**src/rtl/pkt_writer_pkg.sv**
```systemverilog
// Shared types and constants for the packet ingress writer.
package pkt_writer_pkg;

   localparam int ADDR_W = 32;
   localparam int DATA_W = 32;

   localparam logic [3:0]        MEM_WIDTH_WORD = 4'd4;
   localparam logic [ADDR_W-1:0] PKT_LEN_OFF    = 32'd4;

   typedef enum logic [2:0] {
      PW_IDLE,
      PW_RECV,
      PW_FLUSH,
      PW_HDR,
      PW_START,
      PW_WAIT
   } pw_state_e;

endpackage

```
**src/rtl/pkt_writer_byte_packer.sv**
```systemverilog
// Packs bytes big-endian into a 32-bit word; flush emits a partial word with
// zero-padded low bytes.
module pkt_writer_byte_packer
   import pkt_writer_pkg::*;
(
   input  logic              clk,
   input  logic              rst,
   input  logic              push_i,
   input  logic              flush_i,
   input  logic [7:0]        byte_i,
   output logic              word_valid_o,
   output logic [DATA_W-1:0] word_o
);

   logic [1:0]        idx_q, idx_d;
   logic [DATA_W-1:0] shift_q, shift_d;
   logic [DATA_W-1:0] merged;

   always_comb begin
      merged = shift_q;
      case (idx_q)
         2'd0:    merged[31:24] = byte_i;
         2'd1:    merged[23:16] = byte_i;
         2'd2:    merged[15:8]  = byte_i;
         default: merged[7:0]   = byte_i;
      endcase

      // A flush without a byte only writes if a partial word is pending
      if (push_i) word_valid_o = (idx_q == 2'd3) || flush_i;
      else        word_valid_o = flush_i && (idx_q != 2'd0);
      word_o = push_i ? merged : shift_q;

      idx_d   = idx_q;
      shift_d = shift_q;
      if (word_valid_o) begin
         idx_d   = 2'd0;
         shift_d = '0;
      end else if (push_i) begin
         idx_d   = idx_q + 2'd1;
         shift_d = merged;
      end
   end

   always_ff @(posedge clk) begin
      if (!rst) begin
         idx_q   <= 2'd0;
         shift_q <= '0;
      end else begin
         idx_q   <= idx_d;
         shift_q <= shift_d;
      end
   end

endmodule

```
**src/rtl/pkt_writer.sv**
```systemverilog
// Packet ingress writer: stores a byte stream as words at BASE_ADDR+4, then the
// length at BASE_ADDR, then starts proc. Optional limit: PKT_WRITER_LEN_CHECK_EN.
module pkt_writer
   import pkt_writer_pkg::*;
#(
   parameter logic [ADDR_W-1:0] BASE_ADDR     = '0,
   parameter int                MAX_PKT_BYTES = 1536
) (
   input  logic              clk,
   input  logic              rst,
   input  logic              rx_valid_i,
   input  logic [7:0]        rx_data_i,
   input  logic              rx_last_i,
   output logic              rx_ready_o,
   output logic              mem_ce_o,
   output logic              mem_we_o,
   output logic [ADDR_W-1:0] mem_addr_o,
   output logic [3:0]        mem_width_o,
   output logic [DATA_W-1:0] mem_data_o,
   output logic [ADDR_W-1:0] pkt_addr_o,
   output logic              proc_start_o,
   input  logic              proc_ready_i,
   output logic [15:0]       pkt_len_o,
   output logic              err_oversize_o
);

   pw_state_e         state_q, state_d;
   logic [15:0]       cnt_q, cnt_d, len_q, len_d;
   logic              rdy_q, rdy_d, prev_rdy_q;
   logic              ce_q, ce_d, start_q, start_d;
   logic [ADDR_W-1:0] addr_q, addr_d;
   logic [DATA_W-1:0] data_q, data_d;
   logic              fire, push, word_valid;
   logic [DATA_W-1:0] word;

   assign fire = rx_valid_i && rdy_q;

`ifdef PKT_WRITER_LEN_CHECK_EN
   localparam logic [15:0] MAX_LEN = 16'(MAX_PKT_BYTES);
   logic over_q, over_d, err_q, err_d;
   // Bytes past the limit are consumed but never reach the packer
   assign push           = fire && (cnt_q < MAX_LEN);
   assign err_oversize_o = err_q;
`else
   assign push           = fire;
   assign err_oversize_o = 1'b0;
`endif

   pkt_writer_byte_packer u_packer (
      .clk          (clk),
      .rst          (rst),
      .push_i       (push),
      .flush_i      (fire && rx_last_i),
      .byte_i       (rx_data_i),
      .word_valid_o (word_valid),
      .word_o       (word)
   );

   always_comb begin
      state_d = state_q;
      cnt_d   = cnt_q;
      len_d   = len_q;
      ce_d    = 1'b0;
      addr_d  = '0;
      data_d  = '0;
      start_d = 1'b0;
`ifdef PKT_WRITER_LEN_CHECK_EN
      over_d  = over_q;
      err_d   = 1'b0;
`endif
      // cnt_q is still the index of the byte completing this word
      if (word_valid) begin
         ce_d   = 1'b1;
         addr_d = BASE_ADDR + PKT_LEN_OFF + {16'd0, cnt_q[15:2], 2'b00};
         data_d = word;
      end
      case (state_q)
         PW_IDLE, PW_RECV: begin
            if (fire) begin
`ifdef PKT_WRITER_LEN_CHECK_EN
               if (cnt_q < MAX_LEN) cnt_d = cnt_q + 16'd1;
               else                 over_d = 1'b1;
`else
               cnt_d = cnt_q + 16'd1;
`endif
               state_d = rx_last_i ? PW_FLUSH : PW_RECV;
            end
         end
         PW_FLUSH: begin
            ce_d    = 1'b1;
            addr_d  = BASE_ADDR;
            data_d  = {16'd0, cnt_q};
            state_d = PW_HDR;
         end
         PW_HDR: begin
            len_d   = cnt_q;
            start_d = 1'b1;
`ifdef PKT_WRITER_LEN_CHECK_EN
            err_d   = over_q;
`endif
            state_d = PW_START;
         end
         PW_START: state_d = PW_WAIT;
         PW_WAIT: begin
            if (proc_ready_i && !prev_rdy_q) begin
               state_d = PW_IDLE;
               cnt_d   = '0;
`ifdef PKT_WRITER_LEN_CHECK_EN
               over_d  = 1'b0;
`endif
            end
         end
         default: state_d = PW_IDLE;
      endcase
      rdy_d = (state_d == PW_IDLE) || (state_d == PW_RECV);
   end

   always_ff @(posedge clk) begin
      if (!rst) begin
         state_q    <= PW_IDLE;
         cnt_q      <= '0;
         len_q      <= '0;
         rdy_q      <= 1'b0;
         prev_rdy_q <= 1'b0;
         ce_q       <= 1'b0;
         addr_q     <= '0;
         data_q     <= '0;
         start_q    <= 1'b0;
`ifdef PKT_WRITER_LEN_CHECK_EN
         over_q     <= 1'b0;
         err_q      <= 1'b0;
`endif
      end else begin
         state_q    <= state_d;
         cnt_q      <= cnt_d;
         len_q      <= len_d;
         rdy_q      <= rdy_d;
         prev_rdy_q <= proc_ready_i;
         ce_q       <= ce_d;
         addr_q     <= addr_d;
         data_q     <= data_d;
         start_q    <= start_d;
`ifdef PKT_WRITER_LEN_CHECK_EN
         over_q     <= over_d;
         err_q      <= err_d;
`endif
      end
   end

   assign rx_ready_o   = rdy_q;
   assign mem_ce_o     = ce_q;
   assign mem_we_o     = ce_q;
   assign mem_addr_o   = addr_q;
   assign mem_width_o  = ce_q ? MEM_WIDTH_WORD : 4'd0;
   assign mem_data_o   = data_q;
   assign pkt_addr_o   = BASE_ADDR + PKT_LEN_OFF;
   assign proc_start_o = start_q;
   assign pkt_len_o    = len_q;

endmodule

```
**config.mk**
```make
export PLATFORM = sky130hd
export DESIGN_NAME = pkt_writer
export DESIGN_NICKNAME = d
export VERILOG_FILES = /design/src/rtl/pkt_writer_pkg.sv /design/src/rtl/pkt_writer_byte_packer.sv /design/src/rtl/pkt_writer.sv
export SDC_FILE = /design/constraint.sdc
export NUM_CORES = 1
export LEC_CHECK = 0
export BUFFER_PORTS_ARGS = -buffer_cell sky130_fd_sc_hd__clkbuf_2
export CAP_MARGIN = 20
export CELL_PAD_IN_SITES_DETAIL_PLACEMENT = 2
export CELL_PAD_IN_SITES_GLOBAL_PLACEMENT = 2
export CORE_MARGIN = 10
export CORE_UTILIZATION = 31
export DETAILED_ROUTE_END_ITERATION = 10
export GPL_ROUTABILITY_DRIVEN = 0
export HOLD_SLACK_MARGIN = 0.03
export PLACE_DENSITY_LB_ADDON = 0.3
export SYNTH_ARGS = -nofsm -noshare
export SYNTH_HDL_FRONTEND = slang
export SYNTH_SLANG_ARGS = --single-unit
```
**constraint.sdc**
```tcl
create_clock -name clk -period 2.12 [get_ports clk]
set_input_delay 0.212 -clock clk [delete_from_list [all_inputs] [get_ports clk]]
set_output_delay 0.212 -clock clk [all_outputs]
set_load 0.02 [all_outputs]
```
==> impl_metrics.yaml <==
outcome:
  status: "finished, final reports clean"
power:
  ir_drop_v: 0.000538
  p_total_mw: 5.58
  leakagePower_nw: 2.68
  powerDensity_mw_per_mm2: 926
global_route:
  grt_overflow: 0
  antenna_found_initial: 0
  grt_pass1_wl_um: 24500
  grt_max_degree: 29
  grtUsageTotal_pct: 14.3
  first_global_vias: 4323
route:
  drtIter0Drc: 153
  drtPass1Iterations: 4
  viasPerCell: 4.48
  wirelength_um: 15400
  dr_total_vias: 3818
  drtAntennaViolNets: 0
  drc: 0
  avgRoutedWirePerCell_um: 18.0
place:
  dpl.hpwl_um: 11400
  place_inst: 819
  dp_slack_ns: 0.215
  dpl_cell_area_sq_mm: 0.00540
  place.port_buffers: 80
worst_setup_path:
  r2r_start: "state_q[2]"
  critPathKind: "flip-flop to flip-flop"
  crit_path_start: "state_q[2]"
  startpoint_type: "flip-flop"
  timing.reg2reg.setup_slack_ns: 0.20
  reg2reg_depth: 4
  rr_endpoint: "cnt_q[9]"
  worstSetupEndpointType: "flip-flop"
  crit_fanout: 8
  cp.required_ns: 2.48
  cp.arrival_ns: 2.27
  crit_end: "cnt_q[9]"
synthesis:
  ys_async_sr_fraction_pct: 0
  syn_avg_cell_area_sq_um: 9.33
  synthCells: 533
  ys.flop_type: "dfxtp_1"
  ys_ff_latch: 120
  synth-edff-count: 0
  ys_warn_count: 0
  ys_types: 54
  ys_seq_area_share_pct: 48.3
  syn-cell-area_sq_mm: 0.00497
floorplan:
  die_w_um: 147
  coreArea_sq_mm: 0.0158
  ios: 134
  die_area_sq_mm: 0.0215
  row_count: 46
  die-height_um: 147
  start_util_pct: 31.4
sta:
  setup_tns_ns: 0
  hold_ws_ns: 0.0847
  final-max-slew-violation-count: 0
  final_hold_viol_count: 0
  setup_viol: 0
  finClkSkew_ns: 0.00643
  tightest_slew_ns: 0.613
  relSlewSlack_pct: 59.1
  rsz0062_at_grt: "no"
  fin_crit_ns: 1.92
  max_freq_mhz: 521
  layout_setup_ws_ns: 0.202
  fin_crit_sh_pct: 90.5
clock_tree:
  cts-htree-levels: 4
  cts_root_buf: "clkbuf_16"
  insertion_delay_ns: 0.43
  clk_pin_slew_worst_paths_ns: 0.06
  cts_sinks: 120
  numCtsBuffers: 17
  hold_buffers: 1
  cts_tree: "yes"
  cts_buffer_depth: 2
  post_cts_buffers: 0
  ctsResizeCount: 0
layout:
  drive_above_1_share_pct: 22.3
  finish.utilization_pct: 38.0
  design_area_sq_mm: 0.00602
  antenna_cells: 0
  nNetsFinal: 643
  layout_commonest_cell: "dfxtp_1"
  area_delta_synth_final_pct: 21.0
  final_cell_mix: "120 x dfxtp_1, 80 x clkbuf_2, 71 x nor2_1, 67 x nand2_1, 53 x conb_1"
  final_cells: 852
run:
  cap_violations: 0
worst_hold_path:
  hp-start: "rx_last_i"
  hold_path_class: "input port to flip-flop"
[cells by family after synthesis]
family	share of synthesized area [%]
flip-flops	48.3
AO/OA/AOI/OAI	9.38
other	0.151
multiplexers	6.64
AND/OR/NAND/NOR	18.0
adder cells (fa/ha/maj)	1.76
buffers and inverters	12.7
XOR/XNOR	3.17
[sequential cells by signal, summed over array words and instances (netlist names)]
name and flops:
mem_data_o 32, u_packer.shift_q 32, cnt_q 16, state_q 3, proc_start_o 1, prev_rdy_q 1
rx_ready_o 1, mem_ce_o 1, u_packer.idx_q 2, mem_addr_o 15, pkt_len_o 16
[synthesized netlist by cell type (2+ instances only)]
cell | count | area share, %
a2111oi_0 | 2 | 0.35
conb_1 | 2 | 0.15
and3b_1 | 2 | 0.35
nand4b_1 | 3 | 0.53
a21boi_0 | 17 | 2.6
nand2b_1 | 4 | 0.50
clkbuf_8 | 4 | 1.1
buf_4 | 58 | 8.8
xnor2_1 | 10 | 1.8
buf_2 | 8 | 0.80
mux2i_1 | 33 | 6.6
nor4_1 | 2 | 0.25
o21ai_0 | 26 | 2.6
clkbuf_1 | 10 | 0.75
a21oi_1 | 10 | 1.0
nor3_1 | 2 | 0.20
nor2_1 | 71 | 5.4
and2_1 | 9 | 1.1
nand2_1 | 67 | 5.1
nand3b_1 | 2 | 0.30
inv_1 | 8 | 0.60
or4_4 | 3 | 0.68
o21a_1 | 4 | 0.60
xor2_1 | 8 | 1.4
or3_1 | 7 | 0.88
o22ai_1 | 2 | 0.25
dfxtp_1 | 120 | 48
nand3_1 | 7 | 0.70
ha_1 | 7 | 1.8
[critical path, cell delays in order, from the launching register on]
cell      delay [ns]
dfxtp_1         0.47
nand4b_1        0.35
a2111o_1        0.56
or3_1           0.34
a21oi_1         0.14
[where the power goes]
part	internal [mW]	leakage [nW]	total [mW]	switching [mW]
Combinational	0.0794	1.43	0.305	0.225
Clock	1.91	0.285	2.97	1.06
Sequential	2.28	0.968	2.30	0.0210
[worst min path at each step]
stage / endpoint / slack [ns] / cells past startpoint
2_1_floorplan: prev_rdy_q / 0.33 / 1
3_5_place_dp: pkt_len_o[1] / 0.46 / 2
5_1_grt: state_q[1] / 0.09 / 3
3_3_place_gp: pkt_len_o[6] / 0.46 / 2
6_report: state_q[1] / 0.08 / 3
4_1_cts: state_q[1] / 0.07 / 3
[per-layer routing]
layer	wire length [um]	track usage, %
met1	6590	16.3
met2	7860	24.7
met3	734	5.13
met4	172	4.05
met5	0	0
[cell type report]
cell class                      count  area, sq um
Tap cell                          216          270
Clock inverter                     11          148
Sequential cell                   120         2400
Clock buffer                       21          460
Fill cell                        1779         9810
Inverter                            8         30.0
Timing Repair Buffer              103          576
Multi-Input combinational cell    373         2130
(Power assumes the default switching activity.)
